$ cat src/rtl/uart_tx_serializer_pkg.sv
// Shared UART transmit types and defaults: frame width, clocks per bit and the
// transmit state encoding used by uart_tx_serializer.
package UART_MIKE_pkg;

  localparam int UART_DATA_WIDTH = 8;
  localparam int TX_CLOCK_WIDTH  = 16;

  typedef enum logic [2:0] {
    IDLE   = 3'd0,
    START  = 3'd1,
    DATA   = 3'd2,
    PARITY = 3'd3,
    STOP   = 3'd4
  } tx_state_t;

endpackage

$ cat src/rtl/uart_tx_serializer_tx_shifter.sv
// Transmit load/shift register, LSB-first; even parity of the loaded value is
// captured at load time when UART_TX_PARITY_EN is defined.
module tx_shifter #(
  parameter int W = 8
) (
  input  logic         clk,
  input  logic         rst,
  input  logic         load,
  input  logic         shift,
  input  logic [W-1:0] din,
  output logic         bit0,
`ifdef UART_TX_PARITY_EN
  output logic         parity,
`endif
  output logic         bit_next
);

  logic [W-1:0] data_q;
  logic [W-1:0] data_d;

  // next shift-register contents: load wins over shift
  always_comb begin
    data_d = data_q;
    if (load) begin
      data_d = din;
    end else if (shift) begin
      data_d = data_q >> 1'b1;
    end else begin
      data_d = data_q;
    end
  end

  // shift-register storage
  always_ff @(posedge clk or posedge rst) begin
    if (rst) begin
      data_q <= '0;
    end else begin
      data_q <= data_d;
    end
  end

  assign bit0 = data_q[0];

  // bit that becomes bit0 after a shift, so the caller can register it early
  generate
    if (W > 1) begin : g_next_wide
      assign bit_next = data_q[1];
    end else begin : g_next_single
      assign bit_next = 1'b0;
    end
  endgenerate

`ifdef UART_TX_PARITY_EN
  logic parity_q;
  logic parity_d;

  // parity is taken from din so it survives the shifting of data_q
  always_comb begin
    parity_d = parity_q;
    if (load) begin
      parity_d = ^din;
    end else begin
      parity_d = parity_q;
    end
  end

  // parity storage
  always_ff @(posedge clk or posedge rst) begin
    if (rst) begin
      parity_q <= 1'b0;
    end else begin
      parity_q <= parity_d;
    end
  end

  assign parity = parity_q;
`endif

endmodule

$ cat src/rtl/uart_tx_serializer.sv
// UART transmit serializer: start, LSB-first data, optional even parity
// (UART_TX_PARITY_EN) and stop bit, each CLKS_PER_BIT clocks long.
module uart_tx_serializer #(
  parameter int UART_DATA_WIDTH = UART_MIKE_pkg::UART_DATA_WIDTH,
  parameter int CLKS_PER_BIT    = UART_MIKE_pkg::TX_CLOCK_WIDTH
) (
  input  logic                       clk,
  input  logic                       rst,
  input  logic [UART_DATA_WIDTH-1:0] tx_data,
  input  logic                       tx_send,
  output logic                       tx,
  output logic                       tx_busy,
  output logic                       tx_done
);

  import UART_MIKE_pkg::*;

  localparam int CW = $clog2(CLKS_PER_BIT);
  localparam int IW = $clog2(UART_DATA_WIDTH + 1);
  localparam logic [CW-1:0] CNT_LAST = CW'(CLKS_PER_BIT - 1);
  localparam logic [IW-1:0] IDX_LAST = IW'(UART_DATA_WIDTH - 1);

  tx_state_t     state_q, state_d;
  logic [CW-1:0] clk_cnt_q, clk_cnt_d;
  logic [IW-1:0] idx_q, idx_d;
  logic          tx_q, tx_d;
  logic          busy_q, busy_d;
  logic          done_q, done_d;

  logic load_s;
  logic shift_s;
  logic bit0_s;
  logic bit_next_s;
  logic bit_end_s;
`ifdef UART_TX_PARITY_EN
  logic parity_s;
`endif

  tx_shifter #(
    .W(UART_DATA_WIDTH)
  ) u_shifter (
    .clk     (clk),
    .rst     (rst),
    .load    (load_s),
    .shift   (shift_s),
    .din     (tx_data),
    .bit0    (bit0_s),
`ifdef UART_TX_PARITY_EN
    .parity  (parity_s),
`endif
    .bit_next(bit_next_s)
  );

  assign bit_end_s = (clk_cnt_q == CNT_LAST);

  // next-state logic; tx_d is the line value for the state being entered
  always_comb begin
    state_d   = state_q;
    clk_cnt_d = clk_cnt_q;
    idx_d     = idx_q;
    tx_d      = tx_q;
    busy_d    = busy_q;
    done_d    = 1'b0;
    load_s    = 1'b0;
    shift_s   = 1'b0;
    case (state_q)
      IDLE: begin
        tx_d   = 1'b1;
        busy_d = 1'b0;
        if (tx_send) begin
          load_s    = 1'b1;
          clk_cnt_d = '0;
          idx_d     = '0;
          state_d   = START;
          tx_d      = 1'b0;
          busy_d    = 1'b1;
        end else begin
          state_d = IDLE;
        end
      end
      START: begin
        if (bit_end_s) begin
          clk_cnt_d = '0;
          state_d   = DATA;
          tx_d      = bit0_s;
        end else begin
          clk_cnt_d = clk_cnt_q + CW'(1);
        end
      end
      DATA: begin
        if (bit_end_s) begin
          clk_cnt_d = '0;
          shift_s   = 1'b1;
          idx_d     = idx_q + IW'(1);
          if (idx_q == IDX_LAST) begin
`ifdef UART_TX_PARITY_EN
            state_d = PARITY;
            tx_d    = parity_s;
`else
            state_d = STOP;
            tx_d    = 1'b1;
`endif
          end else begin
            tx_d = bit_next_s;
          end
        end else begin
          clk_cnt_d = clk_cnt_q + CW'(1);
        end
      end
`ifdef UART_TX_PARITY_EN
      PARITY: begin
        if (bit_end_s) begin
          clk_cnt_d = '0;
          state_d   = STOP;
          tx_d      = 1'b1;
        end else begin
          clk_cnt_d = clk_cnt_q + CW'(1);
        end
      end
`endif
      STOP: begin
        if (bit_end_s) begin
          clk_cnt_d = '0;
          state_d   = IDLE;
          tx_d      = 1'b1;
          busy_d    = 1'b0;
          done_d    = 1'b1;
        end else begin
          clk_cnt_d = clk_cnt_q + CW'(1);
        end
      end
      default: begin
        state_d   = IDLE;
        clk_cnt_d = '0;
        idx_d     = '0;
        tx_d      = 1'b1;
        busy_d    = 1'b0;
      end
    endcase
  end

  // FSM, counters and output registers
  always_ff @(posedge clk or posedge rst) begin
    if (rst) begin
      state_q   <= IDLE;
      clk_cnt_q <= '0;
      idx_q     <= '0;
      tx_q      <= 1'b1;
      busy_q    <= 1'b0;
      done_q    <= 1'b0;
    end else begin
      state_q   <= state_d;
      clk_cnt_q <= clk_cnt_d;
      idx_q     <= idx_d;
      tx_q      <= tx_d;
      busy_q    <= busy_d;
      done_q    <= done_d;
    end
  end

  assign tx      = tx_q;
  assign tx_busy = busy_q;
  assign tx_done = done_q;

endmodule
$ cat config.mk
export PLATFORM = sky130hd
export DESIGN_NAME = uart_tx_serializer
export DESIGN_NICKNAME = d
export VERILOG_FILES = /design/src/rtl/uart_tx_serializer_pkg.sv /design/src/rtl/uart_tx_serializer_tx_shifter.sv /design/src/rtl/uart_tx_serializer.sv
export SDC_FILE = /design/constraint.sdc
export NUM_CORES = 1
export LEC_CHECK = 0
export BUFFER_PORTS_ARGS = -buffer_cell sky130_fd_sc_hd__buf_2
export CAP_MARGIN = 25
export CORE_MARGIN = 2
export CORE_UTILIZATION = 45
export CTS_BUF_LIST = sky130_fd_sc_hd__clkbuf_16
export DETAILED_ROUTE_END_ITERATION = 10
export PLACE_DENSITY_LB_ADDON = 0.3
export SLEW_MARGIN = 20
export SYNTH_ARGS = -nofsm -noshare
export SYNTH_HDL_FRONTEND = slang
export SYNTH_SLANG_ARGS = --single-unit
$ cat constraint.sdc
create_clock -name clk -period 1.4 [get_ports clk]
set_input_delay 0.28 -clock clk [delete_from_list [all_inputs] [get_ports clk]]
set_output_delay 0.28 -clock clk [all_outputs]
set_load 0.01 [all_outputs]
# After elaboration in Yosys (flattened, before gate mapping)
# Cells that the tools add are included.
dict set report classes {
  mux 26
  n_eq_ne 10
  bitwise 2
  addsub 2
  reduce_logical 9
}
# op count
set ops {}
lappend ops {{two-way mux 8 bit} 2}
lappend ops {{two-way mux 1 bit} 12}
lappend ops {{two-way mux 3 bit} 4}
lappend ops {{two-way mux 4 bit} 3}
lappend ops {{case mux 3 bit (4 select lines)} 1}
lappend ops {{case mux 4 bit (3 select lines)} 1}
lappend ops {{inequality test 2 bit, second input constant} 5}
lappend ops {{adder 4 x 1 -> 4 bit, second input constant} 2}
lappend ops {{case mux 4 bit (2 select lines)} 1}
lappend ops {{AND reduction 3 bit} 2}
lappend ops {{equality test 4 x 3 -> 1 bit, second input constant} 1}
lappend ops {{equality test 4 bit, second input constant} 1}
lappend ops {{case mux 1 bit (4 select lines)} 1}
lappend ops {{AND reduction 4 bit} 1}
lappend ops {{OR reduction 2 bit} 2}
lappend ops {{equality test 3 x 1 -> 1 bit, second input constant} 1}
lappend ops {{equality test 3 x 2 -> 1 bit, second input constant} 1}
lappend ops {{equality test 3 bit, second input constant} 1}
lappend ops {{zero test 3 bit} 1}
lappend ops {{case mux 1 bit (3 select lines)} 1}
lappend ops {{OR reduction 3 bit} 1}
lappend ops {{inverter 1 bit} 2}
lappend ops {{AND reduction 2 bit} 1}
lappend ops {{nonzero test 2 bit} 1}
dict set report totals {
  ff_bits 22
  word_cells 56
}

# Logic depth before layout (Yosys ltp)
# Gate-level depths: netlist of the first run.
dict set report depth {
  ltp_word 5
  mapped_depth 6
}

# By module
# A second synthesis of the first run with hierarchy kept.
dict set report hier_totals {
  cells_unflattened 126
  area_unflattened_um2 1227.4
}
# module area_per_inst_um2 instances cells_each
set modules_own_cells {}
lappend modules_own_cells {uart_tx_serializer 854.6 1 91}
lappend modules_own_cells {tx_shifter 372.9 1 35}

# Worst setup path before layout of the first run
# Ideal clock, no wire load.
dict set report synth_path {
  kind {register to register}
  from {register state_q[0]}
  to {register u_shifter.data_q[1]}
  path_slack_ps -121
  arrival_time_ps 1398
  path_stages_with_launch 6
  setup_time_ps 122
  required_time_ps 1278
  synth_period_minus_slack_ps 1521
  path_cell_list {dfrtp_1 -> buf_2 -> nor4b_4 -> buf_2 -> mux2i_1 -> a21oi_2}
}
dict set report synth_between {
  elab_chain_cells 3
  elab_cells_between_ends 6
  cone_classes {eq/ne (1); mux (3); reduce/logical (2)}
}
# element line_no
set synth_lines {}
lappend synth_lines {{start: declaration} uart_tx_serializer.sv:23} ;# tx_state_t state_q, state_d;
lappend synth_lines {{start signal: assignment} uart_tx_serializer.sv:152} ;# state_q <= state_d;
lappend synth_lines {{equality test 3 x 2 -> 1 bit or zero test 3 bit (tied branches)} uart_tx_serializer.sv:66} ;# case (state_q)
lappend synth_lines {{two-way mux 1 bit} uart_tx_serializer.sv:66}
lappend synth_lines {{nonzero test 2 bit (no line) or two-way mux 8 bit (tied branches)} --}
lappend synth_lines {{end signal: assignment} uart_tx_serializer_tx_shifter.sv:38} ;# data_q <= data_d;
lappend synth_lines {{end: declaration} uart_tx_serializer_tx_shifter.sv:18} ;# logic [W-1:0] data_q;
# Parallel ways exist; a longest one is shown, timed or not.
# A chain may end at the register's enable or synchronous reset.

# Worst setup path after layout of the first run
dict set report layout_path {
  from {register state_q[2]}
  to {register idx_q[3]}
}
dict set report layout_between {
  elab_chain_cells 4
  elab_cells_between_ends 10
  cone_classes {eq/ne (5); mux (1); bitwise (1); reduce/logical (3)}
}
# element line_no
set layout_lines {}
lappend layout_lines {{equality test 3 bit or equality test 3 x 1 -> 1 bit (tied branches)} uart_tx_serializer.sv:66}
lappend layout_lines {{OR reduction 2 bit (no line)} --}
lappend layout_lines {{inverter 1 bit (no line)} --}
lappend layout_lines {{AND reduction 3 bit (no line)} --}
lappend layout_lines {{end signal: assignment} uart_tx_serializer.sv:154} ;# idx_q <= idx_d;
lappend layout_lines {{end: declaration} uart_tx_serializer.sv:25} ;# logic [IW-1:0] idx_q, idx_d;
# Parallel ways exist; a longest one is shown, timed or not.

==> results of run 1 <==
[cell usage after synthesis, drive strengths merged]
cell type,n
nor2,16
or2,1
nand3b,1
dfrtp,21
a31o,1
buf,6
a211oi,1
xor2,2
dfstp,1
o21ai,7
maj3,1
or3b,1
nand2b,2
nand3,4
a21oi,15
a21o,2
nand2,4
o22ai,2
inv,5
xnor2,1
mux2,1
nor4,2
nor4b,1
or3,4
nor3b,1
nand4,1
nor3,3
ha,2
and3,1
mux2i,7
a22o,1
o211ai,1
[layout make-up]
type / instances / share of cell area (%)
multi-input combinational: 86 / 40.3
sequential: 22 / 31.7
timing repair buffer: 44 / 18.8
clock buffer: 3 / 4.28
tap: 30 / 2.14
clock inverter: 1 / 1.71
inverter: 5 / 1.07
[report_power, final]
group          switching [mW]  total (mW)  internal [mW]
combinational           0.634        1.36          0.729
sequential              0.182        1.04          0.858
clock                   0.232       0.800          0.568
[sequential cells by signal, indices dropped and copies added, names as in the netlist]
| signal | flops |
|---|---|
| tx | 1 |
| tx_done | 1 |
| idx_q | 4 |
| state_q | 3 |
| u_shifter.data_q | 8 |
| tx_busy | 1 |
| clk_cnt_q | 4 |
[timing repair]
action	in CTS	in global routing
setup buffers	12	1
gates resized for setup	17	15
endpoints found under the setup margin	17	20
pin swaps	10	4
[worst max-delay path, delay by kind of cell, from the launching register on]
kind,cells,cell delay [ns]
AO/OA/AOI/OAI,1,0.14
flip-flops,1,0.44
adder cells (fa/ha/maj),1,0.38
AND/OR/NAND/NOR,1,0.28
buffers and inverters,1,0.16
[through the flow]
stage          TNS (ns)  instance area, sq um  util (%)  power (mW)  instances
2_1_floorplan   -0.0491                  1240         -        1.75        119
3_3_place_gp    -0.0796                  1430      57.4        2.01        174
3_5_place_dp     -0.362                  1430      57.4        2.07        174
4_1_cts          -0.323                  1690      67.6        3.08        190
5_1_grt           -1.60                  1750      70.1        3.41        191
6_report         -0.551                  1750      70.1        3.20        191
[final timing paths]
check / from / to / slack, ns / cells past startpoint
max: state_q[2] / idx_q[3] / -0.09 / 4
min: rst / tx_busy / 0.05 / 3
max reg2reg: state_q[2] / idx_q[3] / -0.09 / 4
min reg2reg: tx_busy / tx_busy / 0.47 / 1
max in group asynchronous: rst / tx / 1.07 / 3
min in group clk: tx_data[7] / u_shifter.data_q[7] / 0.23 / 3
[per-layer routing]
metal,vias to the layer above,track usage (%),part of all wire [%]
li1,503,-,-
met4,0,8.01,1.3
met2,30,33.8,52
met5,-,0,0
met3,6,1.63,2.5
met1,518,25.8,44
[placed cells by master (no fill, tap or decap), types with 2 or more instances in the layout]
| cell type | count |
|---|---|
| buf_2 | 13 |
| buf_4 | 25 |
| nor2_1 | 13 |
| xor2_1 | 2 |
| nor2_2 | 2 |
| buf_6 | 5 |
| o21ai_1 | 6 |
| nor3_1 | 2 |
| nand3_1 | 3 |
| a21o_1 | 2 |
| or3_4 | 2 |
| a21oi_2 | 6 |
| dfrtp_1 | 18 |
| mux2i_1 | 5 |
| clkbuf_16 | 3 |
| nand2b_1 | 2 |
| a21oi_1 | 9 |
| mux2i_2 | 2 |
| or3_1 | 2 |
| inv_1 | 5 |
| dfrtp_2 | 3 |
| nand2_1 | 4 |
[cells by family after synthesis]
logic type / count (synthesis) / share of synthesized area [%]
AND/OR/NAND/NOR: 42 / 20.5
AO/OA/AOI/OAI: 30 / 16.6
flip-flops: 22 / 45.7
buffers and inverters: 11 / 5.29
multiplexers: 8 / 6.74
XOR/XNOR: 3 / 2.18
adder cells (fa/ha/maj): 3 / 2.90
==> reports/metrics.cfg, run 1 <==
[run_status]
violations = setup timing
outcome = complete, but fails checks

[final_layout]
syn_to_final_growth_pct = 45.3
fillCellCount = 172
ff_latch_area_sq_um = 556
num-nets-final = 175
diodes = 0
multi_input_area_sq_um = 707
layout-drive-gt1-share_pct = 50.9

[global_route]
overflow = 0
grt_first_pass_wirelength_um = 4920
antenna_found_initial = 0
grt_pass1_vias = 1070
grt_use_total_pct = 19.8
grt_max_degree = 23

[sta]
slew_headroom_pct = 80.9
rsz0062_at_grt = yes
hold_violations = 0
final.setup_skew_ns = 0.00194
tightest_slew_ns = 0.286
period_needed_ns = 1.49
holdWs_ns = 0.0502
fin_crit_sh_pct = 106
setup_slack_ns = -0.0863
fmax_ghz = 0.673
setup_viol = 13
slew_viol_final = 0

[critical_path]
slowest_delay_ns = 0.44
crit_slowest_cell = dfrtp_2
critPathArrivalTime_ns = 1.66
crit_type = reg -> reg
end_kind = register
cp.required_ns = 1.58
start_kind = register
crit_fanout = 4
worstPathCellList = buf_4, maj3_1, or2_4, a21oi_1

[clock_network]
clock_latency_ns = 0.25
clk_pin_slew_ns = 0.06
cts_tree = built
htree_num_levels = 1
clockRootBuffer = clkbuf_16
cts_num_sinks = 22
cts_buffers = 3
hold_buffers = 0
clock_path_buffers = 2

[run]
cap_violations = 0

[detailed_routing]
routed-via-count = 1057
drc_errors = 0
ant_nets = 0
wl_um = 3000
drt_iter0_drc = 34
wire_per_inst_um = 15.7
firstDrtPassIters = 4
viasPerCell = 5.53

[pwr]
p_leak_nw = 0.754
power.density_nw_per_um2 = 1830
ir_drop_mv = 1.29

[synth]
avgSynthCellArea_sq_um = 10.1
synth_fp_nets = 132
ys_seq_area_share_pct = 45.7
ys_warn_count = 0
netlist_instances = 119
synth_area_sq_um = 1210
synth_area_leaders = dfrtp_1, mux2i_1, a21oi_1
netlist.top_cell.by_area = dfrtp_1
ys_ff_latch = 22
synth_cell_types = 38
synth_top_area_share_pct = 43.6

[floorplan]
io_pins = 14
fp.dieW_um = 55.8
die_y_um = 55.8
die_area_sq_um = 3110
rows = 18
start_util_pct = 48.2
core_area_sq_um = 2500

[placed_design]
port-buffer-count = 13
gp_congestion = 0.835
pre_cts_ws_ns = -0.103
hpwlAfterDp_um = 1810

[worst_hold_path]
hp-class = in -> async

(Power assumes the default switching activity.)
==> run 2: changes to the inputs <==
--- a/config.mk
+++ b/config.mk
@@ -5,6 +5,7 @@
 export SDC_FILE = /design/constraint.sdc
 export NUM_CORES = 1
 export LEC_CHECK = 0
+export ABC_AREA = 1
 export BUFFER_PORTS_ARGS = -buffer_cell sky130_fd_sc_hd__buf_2
 export CAP_MARGIN = 25
 export CORE_MARGIN = 2
==> reports/metrics.cfg, run 2 <==
[global_route]
grt_max_degree = 14
overflow = 0
grt_first_pass_wirelength_um = 4110
grt_pass1_vias = 955
antenna_found_initial = 0
grt_use_total_pct = 20.4

[critical_path]
path_buf_inv = 2
worstPathCellList = buf_4, nor2_1, nand2_1, nand2_1, inv_1, nand2_2, nand2_1, o21ai_1
cp.required_ns = 1.58
crit_fanout = 5
slowest_delay_ns = 0.41
crit_slowest_cell = dfrtp_1
critPathArrivalTime_ns = 1.51
crit_type = reg -> reg
end_kind = register
start_kind = register
cpLargestDelayFamily = simple AND/OR/NAND/NOR gates
cpMostUsedCell = nand2_1

[floorplan]
die_area_sq_um = 2870
io_pins = 14
core_area_sq_um = 2280
rows = 17
die_y_um = 53.6
start_util_pct = 48.5
fp.dieW_um = 53.6

[final_layout]
layout-drive-gt1-share_pct = 27.2
syn_to_final_growth_pct = 28.2
layout_common_cells = nand2_1, dfrtp_1, buf_2, nor2_1, nand3_1
fillCellCount = 190
largest_register = u_shifter.data_q
final_area_sq_um = 1420
largest_reg_flops = 8
final_common_cell = nand2_1
reg_top3 = u_shifter.data_q x8, clk_cnt_q x4, idx_q x4
num-nets-final = 176
diodes = 0

[placed_design]
gp_congestion = 0.863
pre_cts_ws_ns = 0.0484
hpwlAfterDp_um = 1670
port-buffer-count = 13
postPlaceCellArea_sq_um = 1240

[sta]
final.setup_skew_ns = 0.00134
fin_crit_sh_pct = 94.7
hold_violations = 9
slew_headroom_pct = 73.1
holdWs_ns = -0.00632
setup_slack_ns = 0.0737
period_needed_ns = 1.33
fmax_ghz = 0.754
setup_tns_ns = 0
slew_viol_final = 0
setup_viol = 0
rsz0062_at_grt = no
tightest_slew_ns = 0.403

[pwr]
power.density_nw_per_um2 = 1040
ir_drop_mv = 0.678
p_leak_nw = 0.701

[clock_network]
htree_num_levels = 1
clock_path_buffers = 2
clock_latency_ns = 0.26
cts_buffers = 3
cts_tree = built
clockRootBuffer = clkbuf_16
cts_num_sinks = 22
hold_buffers = 0
clk_pin_slew_ns = 0.06

[worst_hold_path]
hp-class = in -> async

[synth]
synth-main-ff-cell = dfrtp_1
netlist_instances = 138
synth_area_sq_um = 1100
synth_compound_area_share_pct = 10.9
synth_top_family_by_area = simple AND/OR/NAND/NOR gates
synthMuxAreaShare_pct = 0
ys_seq_area_share_pct = 49.9
synth_most_common_cell = nand2_1
ys_ff_latch = 22
synthXorXnorAreaFrac_pct = 1.59
synth_top_area_share_pct = 47.6
synth_area_leaders = dfrtp_1, nand2_1, nand3_1
async_reset_ff_share_pct = 100
netlist.top_cell.by_area = dfrtp_1
synth_fp_nets = 151
avgSynthCellArea_sq_um = 8.01
synth_commonest_cells = nand2_1, dfrtp_1, nand3_1, nor2_1, inv_1
synth_cell_types = 22
synth_adder_area_share_pct = 2.27
yosys.area_share.simple_pct = 30.5
ys_warn_count = 0
synth_enable_flop_cells = 0

[detailed_routing]
firstDrtPassIters = 4
wl_um = 2480
routed-via-count = 982
drt_iter0_drc = 33
ant_nets = 0
drc_errors = 0
viasPerCell = 5.17
wire_per_inst_um = 13.1

[run_status]
violations = hold timing
outcome = complete, but fails checks

[run]
cap_violations = 0

run 2: changes by cell type after synthesis, moves of 6 or more:
cell     delta
nand2_1    +36
nand3_1     +8
o21ai_1     +8
mux2i_1     -7
a21oi_1     -6
inv_1       +6
run 2: layout make-up:
class | instances | area [sq um] | area share [%]
inverter | 13 | 51.3 | 3.62
clock inverter | 1 | 30.0 | 2.12
multi-input combinational | 102 | 547 | 38.6
clock buffer | 3 | 75.1 | 5.30
timing repair buffer | 21 | 125 | 8.83
tap | 28 | 35.0 | 2.47
sequential | 22 | 553 | 39.0
run 2: cells by family (layout without fill, tap and decap cells):
| family | count (synthesis) | after routing |
|---|---|---|
| flip-flops | 22 | 22 |
| AND/OR/NAND/NOR | 75 | 75 |
| AO/OA/AOI/OAI | 23 | 23 |
| XOR/XNOR | 2 | 2 |
| adder cells (fa/ha/maj) | 2 | 2 |
| buffers and inverters | 14 | 38 |
run 2: report_power, final:
part / switching [mW] / internal (mW)
registers: 0 / 0.636
clock network: 0.242 / 0.568
logic: 0.0174 / 0.0119
total: 0.259 / 1.22
run 2: metrics by stage:
step,power (mW),instances,hold WS [ns],utilization [%]
4_1_cts,1.49,188,0.00747,59.3
3_5_place_dp,0.678,184,0.285,54.7
3_3_place_gp,0.677,184,0.269,54.7
2_1_floorplan,0.658,138,0.268,-
5_1_grt,1.52,190,0.0474,62.2
6_report,1.48,190,-0.00632,62.2
run 2: path summary, 6_finish.rpt:
| path | from | endpoint | slack [ns] | depth (start not counted) |
|---|---|---|---|---|
| min reg2reg | tx | tx | 0.49 | 2 |
| min | rst | clk_cnt_q[0] | -0.006 | 2 |
| max reg2reg | state_q[1] | clk_cnt_q[0] | 0.07 | 8 |
| max in group asynchronous | rst | idx_q[3] | 0.89 | 3 |
| min in group clk | tx_data[7] | u_shifter.data_q[7] | 0.23 | 3 |
| max | state_q[1] | clk_cnt_q[0] | 0.07 | 8 |
run 2: metal layers:
layer / global-route usage (%) / share of wire, % / vias to the layer above / wire length (um)
met5: 0 / 0 / - / 0
met2: 33.1 / 50 / 28 / 1240
met4: 11.5 / 1.9 / 0 / 46
li1: - / - / 498 / -
met1: 25.8 / 44 / 451 / 1100
met3: 3.33 / 3.9 / 5 / 97
run 2: repair_timing:
action                                 4_1_cts  5_1_grt
endpoints found under the hold margin        0        0
resized for setup                            0       14
setup endpoints to repair                    0       12
buffers inserted                             0        2
